File: src/rtl/mac_ctrl_pkg.sv
// Shared types for the MAC tile scheduler: FSM state encoding and the
// multiplier-array in_valid mode codes.
package mac_ctrl_pkg;

    typedef enum logic [1:0] {
        ST_IDLE   = 2'd0,
        ST_ISSUE  = 2'd1,
        ST_DRAIN  = 2'd2,
        ST_OUTPUT = 2'd3
    } sched_state_t;

    localparam logic [1:0] MODE_NONE = 2'b00;
    localparam logic [1:0] MODE_A    = 2'b01;
    localparam logic [1:0] MODE_B    = 2'b10;
    localparam logic [1:0] MODE_AB   = 2'b11;

    // The array only sees a mode code while a beat is being issued.
    function automatic logic [1:0] beat_mode(input logic beat, input logic [1:0] mode);
        return beat ? mode : MODE_NONE;
    endfunction

endpackage

File: src/rtl/issue_pipe_tracker.sv
// Shadows the multiplier array latency: a DEPTH-stage shift register of issued
// beats whose oldest stage is the accumulate enable.
module issue_pipe_tracker #(
    parameter int DEPTH = 1
) (
    input  logic clk,
    input  logic reset,
    input  logic beat,
    output logic acc_en,
    output logic pipe_empty
);

    // Every stage except the output one; those beats are still in flight.
    localparam logic [DEPTH-1:0] PENDING_MASK = {DEPTH{1'b1}} >> 1;

    logic [DEPTH-1:0] shift_reg;
    logic [DEPTH-1:0] shift_next;

    genvar gi;
    generate
        for (gi = 0; gi < DEPTH; gi++) begin : g_stage
            if (gi == 0) begin : g_head
                assign shift_next[gi] = beat;
            end else begin : g_body
                assign shift_next[gi] = shift_reg[gi-1];
            end
        end
    endgenerate

    always_ff @(posedge clk) begin
        if (reset) begin
            shift_reg <= '0;
        end else begin
            shift_reg <= shift_next;
        end
    end

    assign acc_en = shift_reg[DEPTH-1];

    // A beat sitting in the output stage retires this cycle, so it does not
    // hold the pipe open.
    assign pipe_empty = ((shift_reg & PENDING_MASK) == '0);

endmodule

File: src/rtl/mac_tile_scheduler.sv
// Tile-job scheduler: issues K operand beats into the multiplier array, tracks
// them through its latency, then presents the tile result until consumed.
module mac_tile_scheduler
    import mac_ctrl_pkg::*;
#(
    parameter int MUL_LAT = 1,
    parameter int CNT_W   = 8
) (
    input  logic             clk,
    input  logic             reset,
    input  logic             start,
    input  logic [CNT_W-1:0] cfg_k_steps,
    input  logic [1:0]       cfg_mode,
    input  logic             op_valid,
    output logic             op_ready,
    output logic             arr_enable,
    output logic [1:0]       arr_in_valid,
    output logic             acc_clear,
    output logic             acc_en,
    output logic             out_valid,
    input  logic             out_ready,
    output logic             busy,
    output logic             done
);

    sched_state_t     state_reg;
    logic [CNT_W-1:0] k_reg;
    logic [CNT_W-1:0] issue_cnt_reg;
    logic [1:0]       mode_reg;
    logic             op_ready_reg;
    logic             busy_reg;
    logic             out_valid_reg;

    logic beat;
    logic last_beat;
    logic pipe_empty;

    assign beat      = op_valid && op_ready_reg;
    // k_reg is never zero outside IDLE, so k_reg-1 cannot underflow here.
    assign last_beat = beat && (issue_cnt_reg == (k_reg - CNT_W'(1)));

    always_ff @(posedge clk) begin
        if (reset) begin
            state_reg     <= ST_IDLE;
            k_reg         <= '0;
            issue_cnt_reg <= '0;
            mode_reg      <= MODE_NONE;
            op_ready_reg  <= 1'b0;
            busy_reg      <= 1'b0;
            out_valid_reg <= 1'b0;
        end else begin
            case (state_reg)
                ST_IDLE: begin
                    if (start && (cfg_k_steps != '0)) begin
                        k_reg         <= cfg_k_steps;
                        mode_reg      <= cfg_mode;
                        issue_cnt_reg <= '0;
                        op_ready_reg  <= 1'b1;
                        busy_reg      <= 1'b1;
                        state_reg     <= ST_ISSUE;
                    end
                end
                ST_ISSUE: begin
                    if (beat) begin
                        issue_cnt_reg <= issue_cnt_reg + CNT_W'(1);
                        if (last_beat) begin
                            op_ready_reg <= 1'b0;
                            state_reg    <= ST_DRAIN;
                        end
                    end
                end
                ST_DRAIN: begin
                    if (pipe_empty) begin
                        out_valid_reg <= 1'b1;
                        state_reg     <= ST_OUTPUT;
                    end
                end
                ST_OUTPUT: begin
                    if (out_ready) begin
                        out_valid_reg <= 1'b0;
                        busy_reg      <= 1'b0;
                        state_reg     <= ST_IDLE;
                    end
                end
                default: begin
                    state_reg <= ST_IDLE;
                end
            endcase
        end
    end

    issue_pipe_tracker #(
        .DEPTH(MUL_LAT)
    ) u_pipe (
        .clk       (clk),
        .reset     (reset),
        .beat      (beat),
        .acc_en    (acc_en),
        .pipe_empty(pipe_empty)
    );

    assign op_ready     = op_ready_reg;
    assign busy         = busy_reg;
    assign out_valid    = out_valid_reg;
    assign arr_enable   = beat;
    assign arr_in_valid = beat_mode(beat, mode_reg);
    assign acc_clear    = beat && (issue_cnt_reg == '0);
    assign done         = (state_reg == ST_OUTPUT) && out_ready;

endmodule

File: config.mk
export PLATFORM = sky130hd
export DESIGN_NAME = mac_tile_scheduler
export DESIGN_NICKNAME = d
export VERILOG_FILES = /design/src/rtl/mac_ctrl_pkg.sv /design/src/rtl/issue_pipe_tracker.sv /design/src/rtl/mac_tile_scheduler.sv
export SDC_FILE = /design/constraint.sdc
export NUM_CORES = 1
export LEC_CHECK = 0
export CORE_ASPECT_RATIO = 0.75
export CORE_MARGIN = 2
export CORE_UTILIZATION = 57
export CTS_CLUSTER_DIAMETER = 200
export DETAILED_ROUTE_END_ITERATION = 8
export PLACE_DENSITY = 0.9
export SYNTH_ARGS = -nofsm -noshare
export SYNTH_HDL_FRONTEND = slang
export SYNTH_HIERARCHICAL = 1
export SYNTH_SLANG_ARGS = --single-unit
File: constraint.sdc
create_clock -name clk -period 2.9 [get_ports clk]
set_input_delay 0.29 -clock clk [delete_from_list [all_inputs] [get_ports clk]]
set_output_delay 0.29 -clock clk [all_outputs]
set_load 0.03 [all_outputs]
== Word-level counts from Yosys, hierarchy flattened ==
Index checks and enable logic that the tools add are counted.

* Register bits after elaboration: 24
* Bits of input ports: 15
* Output and inout bits: 9
* Word-level logic and storage cells: 51

* $add $sub $neg: 2
* Equality and inequality tests: 8
* Muxes and demuxes: 16
* Reductions and logical operators: 17

{| class="wikitable"
|+ Operators with widths
! kind !! count
|-
| $mux 8 || 2
|-
| $pmux 8 s2 || 1
|-
| $mux 2 || 5
|-
| $add 8x1->8 const B || 1
|-
| $eq 8x8->1 || 1
|-
| $logic_not 8->1 || 1
|-
| $ne 2x2->1 const B || 4
|-
| $pmux 2 s4 || 1
|-
| $reduce_and 4->1 || 2
|-
| $reduce_bool 8->1 || 1
|-
| $sub 8x1->8 const B || 1
|-
| $pmux 1 s2 || 3
|-
| $reduce_and 3->1 || 2
|-
| $reduce_bool 2->1 || 3
|-
| $logic_and 1x1->1 || 5
|-
| $eq 2x2->1 const B || 2
|-
| $mux 1 || 4
|-
| $reduce_and 2->1 || 2
|-
| $eq 2x1->1 const B || 1
|-
| $logic_not 2->1 || 1
|}

== Longest topological paths before layout ==
* Word-level depth: 6
* Gate-level depth with buffers: 8
* Gate-level depth less buffers: 8

== Cells and area by module ==
The synthesis kept the hierarchy.

{| class="wikitable"
|+ Modules (own cells, without submodules)
! module !! instances !! cells an instance !! area each (µm²) !! seq. area each (µm²)
|-
| mac_tile_scheduler || 1 || 181 || 1466.4 || 460.4
|-
| issue_pipe_tracker || 1 || 4 || 45.0 || 20.0
|}

== Least setup slack after synthesis ==
OpenSTA, ideal clock, no wires.

* Path kind: register -> output
* Start: register op_ready_reg, in the netlist op_ready
* End: output acc_clear
* Data arrival time: 1950 ps
* Slack: 660 ps
* Stages on the path, launching flop included: 5
* Path through: dfxtp_1 -> nand2_1 -> inv_1 -> nand2_1 -> nor4_1

* Longest elaborated chain between the ends: 2

{| class="wikitable"
|+ Ends and longest elaborated chain
! what !! line !! text
|-
| start, declared || mac_tile_scheduler.sv:30 || <nowiki>logic op_ready_reg;</nowiki>
|-
| start signal, assigned || mac_tile_scheduler.sv:48 || <nowiki>op_ready_reg <= 1'b0;</nowiki>
|-
| start signal, assigned || mac_tile_scheduler.sv:58 || <nowiki>op_ready_reg <= 1'b1;</nowiki>
|-
| start signal, assigned || mac_tile_scheduler.sv:67 || <nowiki>op_ready_reg <= 1'b0;</nowiki>
|-
| $logic_and 1x1->1 || mac_tile_scheduler.sv:38 || <nowiki>assign beat = op_valid && op_ready_reg;</nowiki>
|-
| net arr_enable || mac_tile_scheduler.sv:16 || <nowiki>output logic arr_enable,</nowiki>
|-
| $logic_and 1x1->1 || mac_tile_scheduler.sv:107 || <nowiki>assign acc_clear = beat && (issue_cnt_reg == '0);</nowiki>
|-
| end, declared || mac_tile_scheduler.sv:18 || <nowiki>output logic acc_clear,</nowiki>
|}

The timed path passes the listed nets, and every way through them passes these cells.

== Worst setup path after layout ==
* Start: register issue_cnt_reg[0]
* End: output acc_clear

* Longest elaborated chain between the ends: 2

{| class="wikitable"
|+ Ends and longest elaborated chain
! what !! line !! text
|-
| start, declared || mac_tile_scheduler.sv:28 || <nowiki>logic [CNT_W-1:0] issue_cnt_reg;</nowiki>
|-
| start signal, assigned || mac_tile_scheduler.sv:65 || <nowiki>issue_cnt_reg <= issue_cnt_reg + CNT_W'(1);</nowiki>
|-
| $logic_not 8->1 || mac_tile_scheduler.sv:107 ||
|-
| $logic_and 1x1->1 || mac_tile_scheduler.sv:107 ||
|}

Every way passes these cells.

==> run metrics <==
status completed; Final HPWL DP ~2.6 mm; number of flops mapped to enable cells by yosys 0; # rows 16; min cycle time layout 2420 ps; hold buffers post-CTS 0; peak supply drop about 0.47 mV; core area 2560 sq um; share of cells above drive strength 1 under 10%; biggest cell delay along the critical path about 710 ps; R2R setup slack approximately 720 ps; worst-margin pin slew between 800 and 900 ps; CTS tree yes; number of global-route vias before repair approximately 1200; final setup fails 0; DP Worst Slack ~530 ps; Worst Setup Path Type reg2out; Reg2Reg Capture Point op_ready; Ys Warns 6; Total Nets Final 227; Worst path slowest cell clkdlybuf4s50_1; PostCTS Resize Cnt 0; largest net degree at the start of global routing 24; hold depth 2; clock slew at reported path FFs about 130 ps; io pins 24; via/cell ratio about 5.8; # diodes 0; Yosys cell types 45; CTS max path bufs 2; Die W 63.5 um; vias post-DR around 1400; Async SR Flop Fraction 0%; Worst Min Path Start k_reg[6]; Tcrit/Tclk final 83.4%; setup ws final about 480 ps; RSZ-0062 raised after global routing no; Startpoint Class flop; setup TNS 0 ps; Worst Path Required 2610 ps; Synth Area per Inst 8.17 sq um; max cap viols 0; CTS sink cnt 24; IO buf count 23; postcts setup bufs 0; total track usage between 20% and 30%; Seq/Total Area, Yosys 31.8%; crit-path cells inv_1 -> ha_1 -> nor4b_1 -> nand2_1 -> nor4_1 -> clkdlybuf4s50_1; area of the die 3080 sq um; root buf cell clkbuf_4; Initial Utilization about three fifths; final WL 3.28 mm; antenna violations before repair 0; fill cell count roughly 230; Antenna Nets Post-Route 0; Worst Setup End Kind output pin; top-area cell type share of the netlist area between 30% and 40%; Worst R2R Path Depth 7; final hold viol count 0; WL/cell between 10 and 15 um; Mapped Cells approximately 190; post-synthesis register bit count 24; CP Data Arrival Time ~2100 ps; achievable frequency between 400 and 500 MHz; critical path fanouts, max 5; die height a little under 50 um; Top FF cell, synth dfxtp_1; area grow syn2layout 17.0%; cell area after synthesis roughly 1500 sq um; Worst Hold Endpoint k_reg[6]; leading area contributor after synthesis dfxtp_1; gr ovfl total 0; Post-Syn Nets roughly 210; H-tree levels 1; Num CTS Buffers 3; DRC 0; TritonRoute pass-1 iters 5; slew margin rel. 45.7%; global-route wire length before repair 5.51 mm; Skew-Pair Late Insertion Delay a little over 300 ps; RR Startpoint k_reg[0]; Lkg Pwr roughly 0.67 nW; Final Skew 11.4 ps; P per Cell Area between 600 and 700 nW/um^2; Pins Over Slew Limit 0; min-delay worst type reg2reg; number of DRC markers in iteration 0 85; routability cong. ~0.94; Area contributors post-synth dfxtp_1 32%, ha_1 6.6%, a21oi_1 5.3%
## synthesized netlist by cell type (3+ instances only)
cell type	count
nor3_1	4
nand2_1	15
inv_1	11
xor2_1	9
xnor2_1	7
nand3_1	12
nand2b_1	3
a21oi_1	16
nand4_1	4
dfxtp_1	24
mux2i_1	3
clkbuf_1	5
ha_1	8
and3_1	4
nor2_1	20
## cells in the final DEF, fill, tap and decap left out, types with 2 or more instances in the layout
master           instances
or4_4                    2
o211ai_1                 2
xnor2_1                  7
nand4_1                  4
a21oi_1                 16
ha_1                     8
nor3_1                   4
inv_1                   11
nand3_1                 12
nor4b_1                  2
nand3b_1                 2
mux2i_1                  3
and3_1                   4
nor2_1                  20
clkbuf_4                 3
clkdlybuf4s50_1         23
a31oi_1                  2
xor2_1                   9
o21ai_0                  2
nand2b_1                 3
o2111ai_1                2
a22oi_1                  2
or3_1                    2
dfxtp_1                 24
nand2_1                 15
## cell families (layout without fill, tap and decap cells)
| group | Yosys count | count (layout) | share of synthesized area, % |
|---|---|---|---|
| flops | 24 | 24 | 31.8 |
| mux | 4 | 4 | 2.73 |
| buf+inv | 20 | 37 | 5.46 |
| other cells | 1 | 1 | 0.248 |
| simple gates | 77 | 77 | 27.0 |
| fa+ha+maj | 8 | 8 | 6.62 |
| xor+xnor | 16 | 16 | 9.27 |
| compound gates | 35 | 35 | 16.9 |
## critical path, delay by kind of cell, from the launching register on
family | cells | cell delay, ps
AND/OR/NAND/NOR | 3 | 470
adder cells (fa/ha/maj) | 1 | 140
flip-flops | 1 | 390
buffers and inverters | 2 | 810
## where the power goes
part           switching, mW  total (mW)  internal, mW
Combinational          0.367       0.609         0.241
Sequential            0.0533       0.436         0.383
Clock                 0.0933       0.142        0.0486
Total                  0.514        1.19         0.673
## area by class of cell
cell class                      count  area, sq um  share of cell area [%]
Clock buffer                        3         22.5                    1.27
Timing Repair Buffer               23          230                    13.0
Tap cell                           36         45.0                    2.55
Sequential cell                    24          480                    27.2
Inverter                           11         41.3                    2.34
Multi-Input combinational cell    141          948                    53.6
## metal layers
layer	vias up	share of wire [%]	global-route usage, %
met2	58	46	38.8
met3	0	8.7	4.88
met1	633	45	29.4
met5	-	0	0
li1	681	-	-
met4	0	0	2.17
## metrics by stage
| stage | utilization [%] | area, sq um | hold slack, ps | std cells | power [mW] |
|---|---|---|---|---|---|
| after detailed placement | 68.1 | 1750 | 472 | 235 | 1.04 |
| after global placement | 68.1 | 1750 | 464 | 235 | 1.02 |
| after CTS | 69.0 | 1770 | 496 | 238 | 1.19 |
| after global routing | 69.0 | 1770 | 519 | 238 | 1.28 |
| final | 69.0 | 1770 | 494 | 238 | 1.19 |
| after floorplan | - | 1510 | 354 | 185 | 0.897 |
## worst max-delay path by stage
| stage | from | to | depth (start not counted) |
|---|---|---|---|
| 3_3_place_gp | op_valid | acc_clear | 6 |
| 6_report | issue_cnt_reg[0] | acc_clear | 6 |
| 5_1_grt | issue_cnt_reg[0] | acc_clear | 6 |
| 2_1_floorplan | op_ready | acc_clear | 4 |
| 4_1_cts | issue_cnt_reg[0] | acc_clear | 6 |
| 3_5_place_dp | cfg_k_steps[1] | issue_cnt_reg[0] | 7 |
Power figures use the tool's default switching activity.
